`src/rtl/dbus_lsu_pkg.sv`:
```
// dbus_lsu_pkg: shared data-bus transfer types
package dbus_lsu_pkg;
    typedef enum logic {READ, WRITE} ttype_t;
    typedef enum logic [1:0] {BYTE, HALFWORD, WORD} tsize_t;
endpackage

```
`src/rtl/slave_bus_if.sv`:
```
// slave_bus_if: word-wide data bus between a master and the on-chip RAM
interface slave_bus_if;
    import dbus_lsu_pkg::*;
    logic        ss;
    logic [31:0] addr;
    ttype_t      ttype;
    tsize_t      tsize;
    logic [31:0] wdata;
    logic [31:0] rdata;
    logic        bdone;
    modport master (output ss, addr, ttype, tsize, wdata, input rdata, bdone);
    modport slave (input ss, addr, ttype, tsize, wdata, output rdata, bdone);
endinterface

```
`src/rtl/dbus_lsu_lane.sv`:
```
// lsu_lane: sub-word lane extract/extend for loads and lane merge for stores
module lsu_lane
    import dbus_lsu_pkg::*;
(
    input  logic [31:0] word,
    input  logic [1:0]  addr,
    input  tsize_t      size,
    input  logic        is_unsigned,
    input  logic [31:0] wdata,
    output logic [31:0] load_data,
    output logic [31:0] merged_word
);
    logic [7:0]  b;
    logic [15:0] h;
    always_comb begin
        b = word[{addr, 3'b000} +: 8];
        h = word[{addr[1], 4'b0000} +: 16];
        load_data = size == BYTE ? {{24{~is_unsigned & b[7]}}, b}
                  : size == HALFWORD ? {{16{~is_unsigned & h[15]}}, h} : word;
        merged_word = size == WORD ? wdata : word;
        if (size == BYTE)
            merged_word[{addr, 3'b000} +: 8] = wdata[7:0];
        else if (size == HALFWORD)
            merged_word[{addr[1], 4'b0000} +: 16] = wdata[15:0];
    end
endmodule

```
`src/rtl/dbus_lsu.sv`:
```
// dbus_lsu: single-outstanding load/store unit issuing aligned word transfers with RMW sub-word stores
module dbus_lsu
    import dbus_lsu_pkg::*;
#(
    parameter int READ_LATENCY = 1
) (
    input  logic        clk,
    input  logic        rst_n,
    input  logic        req_valid,
    output logic        req_ready,
    input  logic        req_store,
    input  tsize_t      req_size,
    input  logic        req_unsigned,
    input  logic [31:0] req_addr,
    input  logic [31:0] req_wdata,
    output logic        resp_valid,
    output logic [31:0] resp_rdata,
    output logic        resp_error,
    slave_bus_if.master dbus
);
    typedef enum logic [2:0] {IDLE, RD, WAIT, WR, RESP} state_t;
    localparam logic [1:0] LAT_INIT = 2'(READ_LATENCY - 1);
    state_t      state, state_nx;
    tsize_t      size_q;
    logic        store_q, uns_q, err_q, misaligned, accept;
    logic [1:0]  cnt_q;
    logic [31:0] addr_q, wdata_q, wr_q, rdata_q, load_data, merged_word;

    lsu_lane u_lane (
        .word       (dbus.rdata),
        .addr       (addr_q[1:0]),
        .size       (size_q),
        .is_unsigned(uns_q),
        .wdata      (wdata_q),
        .load_data  (load_data),
        .merged_word(merged_word)
    );

    assign accept     = req_valid && req_ready;
    assign misaligned = (req_size == HALFWORD && req_addr[0]) || (req_size == WORD && req_addr[1:0] != 2'b00);

    always_comb begin
        state_nx = state;
        case (state)
            IDLE:    if (req_valid) state_nx = misaligned ? RESP : (req_store && req_size == WORD) ? WR : RD;
            RD:      if (dbus.bdone) state_nx = WAIT;
            WAIT:    if (cnt_q == 2'd0) state_nx = store_q ? WR : RESP;
            WR:      if (dbus.bdone) state_nx = RESP;
            default: state_nx = IDLE;
        endcase
    end

    assign req_ready   = state == IDLE;
    assign resp_valid  = state == RESP;
    assign resp_rdata  = resp_valid ? rdata_q : '0;
    assign resp_error  = resp_valid && err_q;
    assign dbus.ss     = state == RD || state == WR;
    assign dbus.addr   = dbus.ss ? {addr_q[31:2], 2'b00} : '0;
    assign dbus.ttype  = state == WR ? WRITE : READ;
    assign dbus.tsize  = WORD;
    assign dbus.wdata  = state == WR ? wr_q : '0;

    always_ff @(posedge clk or negedge rst_n) begin
        if (!rst_n) begin
            state   <= IDLE;
            size_q  <= WORD;
            store_q <= 1'b0;
            uns_q   <= 1'b0;
            err_q   <= 1'b0;
            cnt_q   <= '0;
            addr_q  <= '0;
            wdata_q <= '0;
            wr_q    <= '0;
            rdata_q <= '0;
        end else begin
            state <= state_nx;
            if (accept) begin
                size_q  <= req_size;
                store_q <= req_store;
                uns_q   <= req_unsigned;
                err_q   <= misaligned;
                addr_q  <= req_addr;
                wdata_q <= req_wdata;
                wr_q    <= req_wdata;
                rdata_q <= '0;
            end
            if (state == RD)
                cnt_q <= LAT_INIT;
            if (state == WAIT) begin
                cnt_q <= cnt_q - 2'd1;
                if (cnt_q == 2'd0) begin
                    rdata_q <= store_q ? '0 : load_data;
                    wr_q    <= merged_word;
                end
            end
        end
    end
endmodule

```
`src/flat_wrapper.sv`:
```
// flat-port wrapper written by rule: the top's interface ports become plain ports
module dbus_lsu_flat import dbus_lsu_pkg::*;
#(
    parameter int READ_LATENCY = 1
)
  (clk, rst_n, req_valid, req_ready, req_store, req_size, req_unsigned, req_addr, req_wdata, resp_valid, resp_rdata, resp_error, dbus_ss, dbus_addr, dbus_ttype, dbus_tsize, dbus_wdata, dbus_rdata, dbus_bdone);
  slave_bus_if dbus_i ();
  input  logic clk;
  input  logic rst_n;
  input  logic req_valid;
  output logic req_ready;
  input  logic req_store;
  input  tsize_t req_size;
  input  logic req_unsigned;
  input  logic [31:0] req_addr;
  input  logic [31:0] req_wdata;
  output logic resp_valid;
  output logic [31:0] resp_rdata;
  output logic resp_error;
  output wire logic [$bits(dbus_i.ss)-1:0] dbus_ss;
  output wire logic [$bits(dbus_i.addr)-1:0] dbus_addr;
  output wire logic [$bits(dbus_i.ttype)-1:0] dbus_ttype;
  output wire logic [$bits(dbus_i.tsize)-1:0] dbus_tsize;
  output wire logic [$bits(dbus_i.wdata)-1:0] dbus_wdata;
  input wire logic [$bits(dbus_i.rdata)-1:0] dbus_rdata;
  input wire logic [$bits(dbus_i.bdone)-1:0] dbus_bdone;
  assign dbus_ss = dbus_i.ss;
  assign dbus_addr = dbus_i.addr;
  assign dbus_ttype = dbus_i.ttype;
  assign dbus_tsize = dbus_i.tsize;
  assign dbus_wdata = dbus_i.wdata;
  assign dbus_i.rdata = dbus_rdata;
  assign dbus_i.bdone = dbus_bdone;
  dbus_lsu #(.READ_LATENCY(READ_LATENCY)) u_core (.clk(clk), .rst_n(rst_n), .req_valid(req_valid), .req_ready(req_ready), .req_store(req_store), .req_size(req_size), .req_unsigned(req_unsigned), .req_addr(req_addr), .req_wdata(req_wdata), .resp_valid(resp_valid), .resp_rdata(resp_rdata), .resp_error(resp_error), .dbus(dbus_i));
endmodule
```
`config.mk`:
```
export PLATFORM = sky130hd
export DESIGN_NAME = dbus_lsu_flat
export DESIGN_NICKNAME = d
export VERILOG_FILES = /design/src/rtl/dbus_lsu_pkg.sv /design/src/rtl/slave_bus_if.sv /design/src/rtl/dbus_lsu_lane.sv /design/src/rtl/dbus_lsu.sv /design/src/flat_wrapper.sv
export SDC_FILE = /design/constraint.sdc
export NUM_CORES = 1
export LEC_CHECK = 0
export ABC_AREA = 1
export BUFFER_PORTS_ARGS = -buffer_cell sky130_fd_sc_hd__buf_2
export CORE_ASPECT_RATIO = 1.5
export CORE_MARGIN = 2
export CORE_UTILIZATION = 55
export DETAILED_ROUTE_END_ITERATION = 8
export GPL_ROUTABILITY_DRIVEN = 0
export PLACE_DENSITY_LB_ADDON = 0.05
export SETUP_SLACK_MARGIN = 0.15
export SYNTH_ARGS = -nofsm -noshare
export SYNTH_HDL_FRONTEND = slang
export SYNTH_SLANG_ARGS = --single-unit
```
`constraint.sdc`:
```
create_clock -name clk -period 2.5 [get_ports clk]
set_clock_uncertainty 0.15 [all_clocks]
set_input_delay 0.125 -clock clk [delete_from_list [all_inputs] [get_ports clk]]
set_output_delay 0.125 -clock clk [all_outputs]
set_load 0.03 [all_outputs]
```
==> metrics.md <==
| Metric | Value |
|---|---|
| WL final | approximately 29 mm |
| Nets | 1761 |
| CTS tree | yes |
| Initial antenna violation count | 2 |
| Synth top cells by count | nand2_1, nor2_1, inv_1 |
| Crit path DAT | just under 2000 ps |
| Fill cell count | around 1300 |
| Clock root cell | clkbuf_16 |
| Core ar. | between 15000 and 20000 µm² |
| Number of synthesis warnings | 0 |
| Grt total ovfl | 0 |
| Setup WS post-layout | 245 ps |
| Worst-Margin Slew | about 700 ps |
| CTS buffer count | 17 |
| TritonRoute pass-1 iters | 7 |
| First-pass GRT wire length | about 46 mm |
| Worst hold path class | in -> reg |
| Mapped Cells | around 1400 |
| Final Setup Violations | 0 |
| Number of enable flip-flop cells after synthesis | 0 |
| # IOs | around 210 |
| Cells taking the most area after synthesis | dfrtp_1, nand2_1, nor2_1 |
| Hpwl dp | roughly 19 mm |
| Die extent in x | around 110 µm |
| H-tree lvl count | 4 |
| Global-route usage over all layers | ~33% |
| Post-synth top area share | between 30 and 40% |
| Share of cells above drive strength 1 | around 17% |
| Slowest stage cell, crit path | dfrtp_1 |
| Rows | 56 |
| Routed Antenna Nets | 0 |
| Crit path max-delay family | buffers and inverters |
| Pre-CTS WS | between 200 and 300 ps |
| Pwr dens | roughly 1200 nW/µm² |
| Sequential-to-total area share from yosys stat | ~40% |
| Worst path max stage delay | about 440 ps |
| DRC | 0 |
| Fin crit period | between 2000 and 2500 ps |
| Rel. slew slack | between 50% and 60% |
| Synth cell types | 29 |
| RSZ-0062 raised after global routing | false |
| Vias in the first global route | ~9400 |
| Required time of the worst setup path | 2230 ps |
| Die ar. | between 15000 and 20000 µm² |
| Die Y | ~160 µm |
| Outcome | finished, final reports clean |
| Clock transition at path regs | roughly 70 ps |
| Synth Flop Type | dfrtp_1 |
| Final-report hold violation count | 0 |
| Avg Cell Area, Syn | about 6.3 µm² |
| Fin crit share | 90.2% |
| Pin count of the biggest net entering global routing | 126 |
| Area leader, netlist | dfrtp_1 |
| Setup_tns | 0 ps |
| Initial core utilization | ~56% |
| Final Util | between 70% and 80% |
| Clk sinks | about 140 |
| Slew Limit Fails | 0 |
| Worst path cell trace | nor3_4 -> clkinvlp_4 -> buf_4 -> nor2_1 -> buf_2 |
| CP endpoint kind | output pin |
| Max FO, Critical Path | 17 |
| Port buffer count | just over 200 |
| Fmax | around 0.44 GHz |
| Crit Path Class | reg -> out |
| Layout area overhead | 31.0% |
| DRT iter0 DRCs | about 820 |
| Most frequent cell after synthesis | nand2_1 |
| Vias per cell | about 5.3 |
| Cell area after synthesis | ~9000 µm² |
| Buffers & Inverters on Critical Path | 3 |
| Vias | 9985 |
| Max VDD drop | ~0.86 mV |
| Leak | ~6.4 nW |
| Clk Latency, worst-skew pair | 440 ps |
| Async SR Flop Fraction | between 90% and 100% |
| CP startpoint kind | flip-flop |
| Average wire per standard cell | ~15 µm |
| Yosys reg bits | 138 |
| Clock buffer depth | 2 |
| Max-cap violation count | 0 |
## worst reg2reg max path, cell delays in order (launching register included)
cell,delay [ps]
dfrtp_1,370
clkinv_1,300
ha_1,460
nand2_1,100
nor2_2,250
nand2_1,130
a21oi_1,150
nor2_1,60
nor2_1,90
## power breakdown
part,total [mW],switching (mW),internal [mW]
registers,4.05,0.732,3.32
logic,7.65,5.21,2.44
clock network,2.51,1.10,1.41
total,14.2,7.04,7.16
## metrics by stage
stage	instance area (µm²)	instances	power (mW)	hold slack (ps)
finish	11500	1869	14.2	4.09
global route	11500	1869	15.3	27.1
CTS	11500	1864	14.0	6.52
detailed placement	9980	1740	11.3	24.8
global placement	9980	1740	11.2	19.5
floorplan	8810	1388	9.33	-321
## layer usage
| metal | share of wire, % | GRT usage, % |
|---|---|---|
| met5 | 0 | 0 |
| met2 | 49 | 56.2 |
| met3 | 7.7 | 5.62 |
| met1 | 39 | 41.6 |
| met4 | 4.3 | 15.6 |
## placed cells by master (no fill, tap or decap), types with 5 or more instances in the layout
master | Yosys | layout
nor2_1 | 241 | 239
nand3_1 | 124 | 124
a21oi_1 | 78 | 78
buf_4 | 6 | 31
nand3b_1 | 8 | 8
nand4_1 | 24 | 24
dlygate4sd3_1 | 0 | 92
inv_2 | 5 | 5
clkbuf_16 | 0 | 17
o21ai_0 | 78 | 78
o211ai_1 | 14 | 14
inv_6 | 0 | 6
dfrtp_1 | 137 | 137
clkinv_1 | 5 | 5
ha_1 | 6 | 5
clkinvlp_4 | 0 | 6
nand2_1 | 401 | 401
inv_1 | 162 | 161
buf_2 | 36 | 201
## kinds of logic (layout without fill, tap and decap cells)
logic type,after synthesis,in the layout,synth area share [%]
flip-flops,138,138,39.3
adder cells (fa/ha/maj),6,6,0.853
buffers and inverters,258,534,11.9
other,2,6,0.0853
AND/OR/NAND/NOR,806,806,37.5
AO/OA/AOI/OAI,176,176,10.5
## timing repair
item                                    CTS  global route
buffers inserted                          0             2
gates resized for setup                   0             7
endpoints found under the setup margin    0            53
endpoints found under the hold margin   192             0
hold buffers                             92             0
## sequential cells by signal (all words and copies together) (netlist names)
signal          count
u_core.size_q       2
u_core.wr_q        32
u_core.wdata_q     32
u_core.err_q        1
u_core.uns_q        1
u_core.rdata_q     32
u_core.addr_q      32
u_core.state        3
u_core.cnt_q        2
u_core.store_q      1
## final cells by class
class,instances,area (µm²),area share (%)
multi-input combinational,992,4330,37.5
sequential,138,3450,30.0
timing repair buffer,329,2250,19.5
inverter,172,649,5.63
clock buffer,17,425,3.69
tap,203,254,2.20
clock inverter,15,155,1.35
timing repair inverter,1,7.51,0.0651
antenna,2,5.00,0.0434
## final timing paths
path,from,to,slack (ps),cells after the start
max in group asynchronous,rst_n,u_core.addr_q[26]$_DFFE_PN0P_,1320,3
worst max register to register,u_core.addr_q[0]$_DFFE_PN0P_,u_core.wr_q[12]$_DFF_PN0_,370,8
worst min register to register,u_core.wdata_q[18]$_DFFE_PN0P_,u_core.wdata_q[18]$_DFFE_PN0P_,330,2
worst min-delay path,dbus_rdata[5],u_core.rdata_q[5]$_DFF_PN0_,4,5
worst max-delay path,u_core.state[1]$_DFFE_PN0P_,resp_rdata[30],240,5
min in group asynchronous,rst_n,u_core.rdata_q[10]$_DFF_PN0_,130,2
No activity file was read; power rests on OpenSTA's default activity.
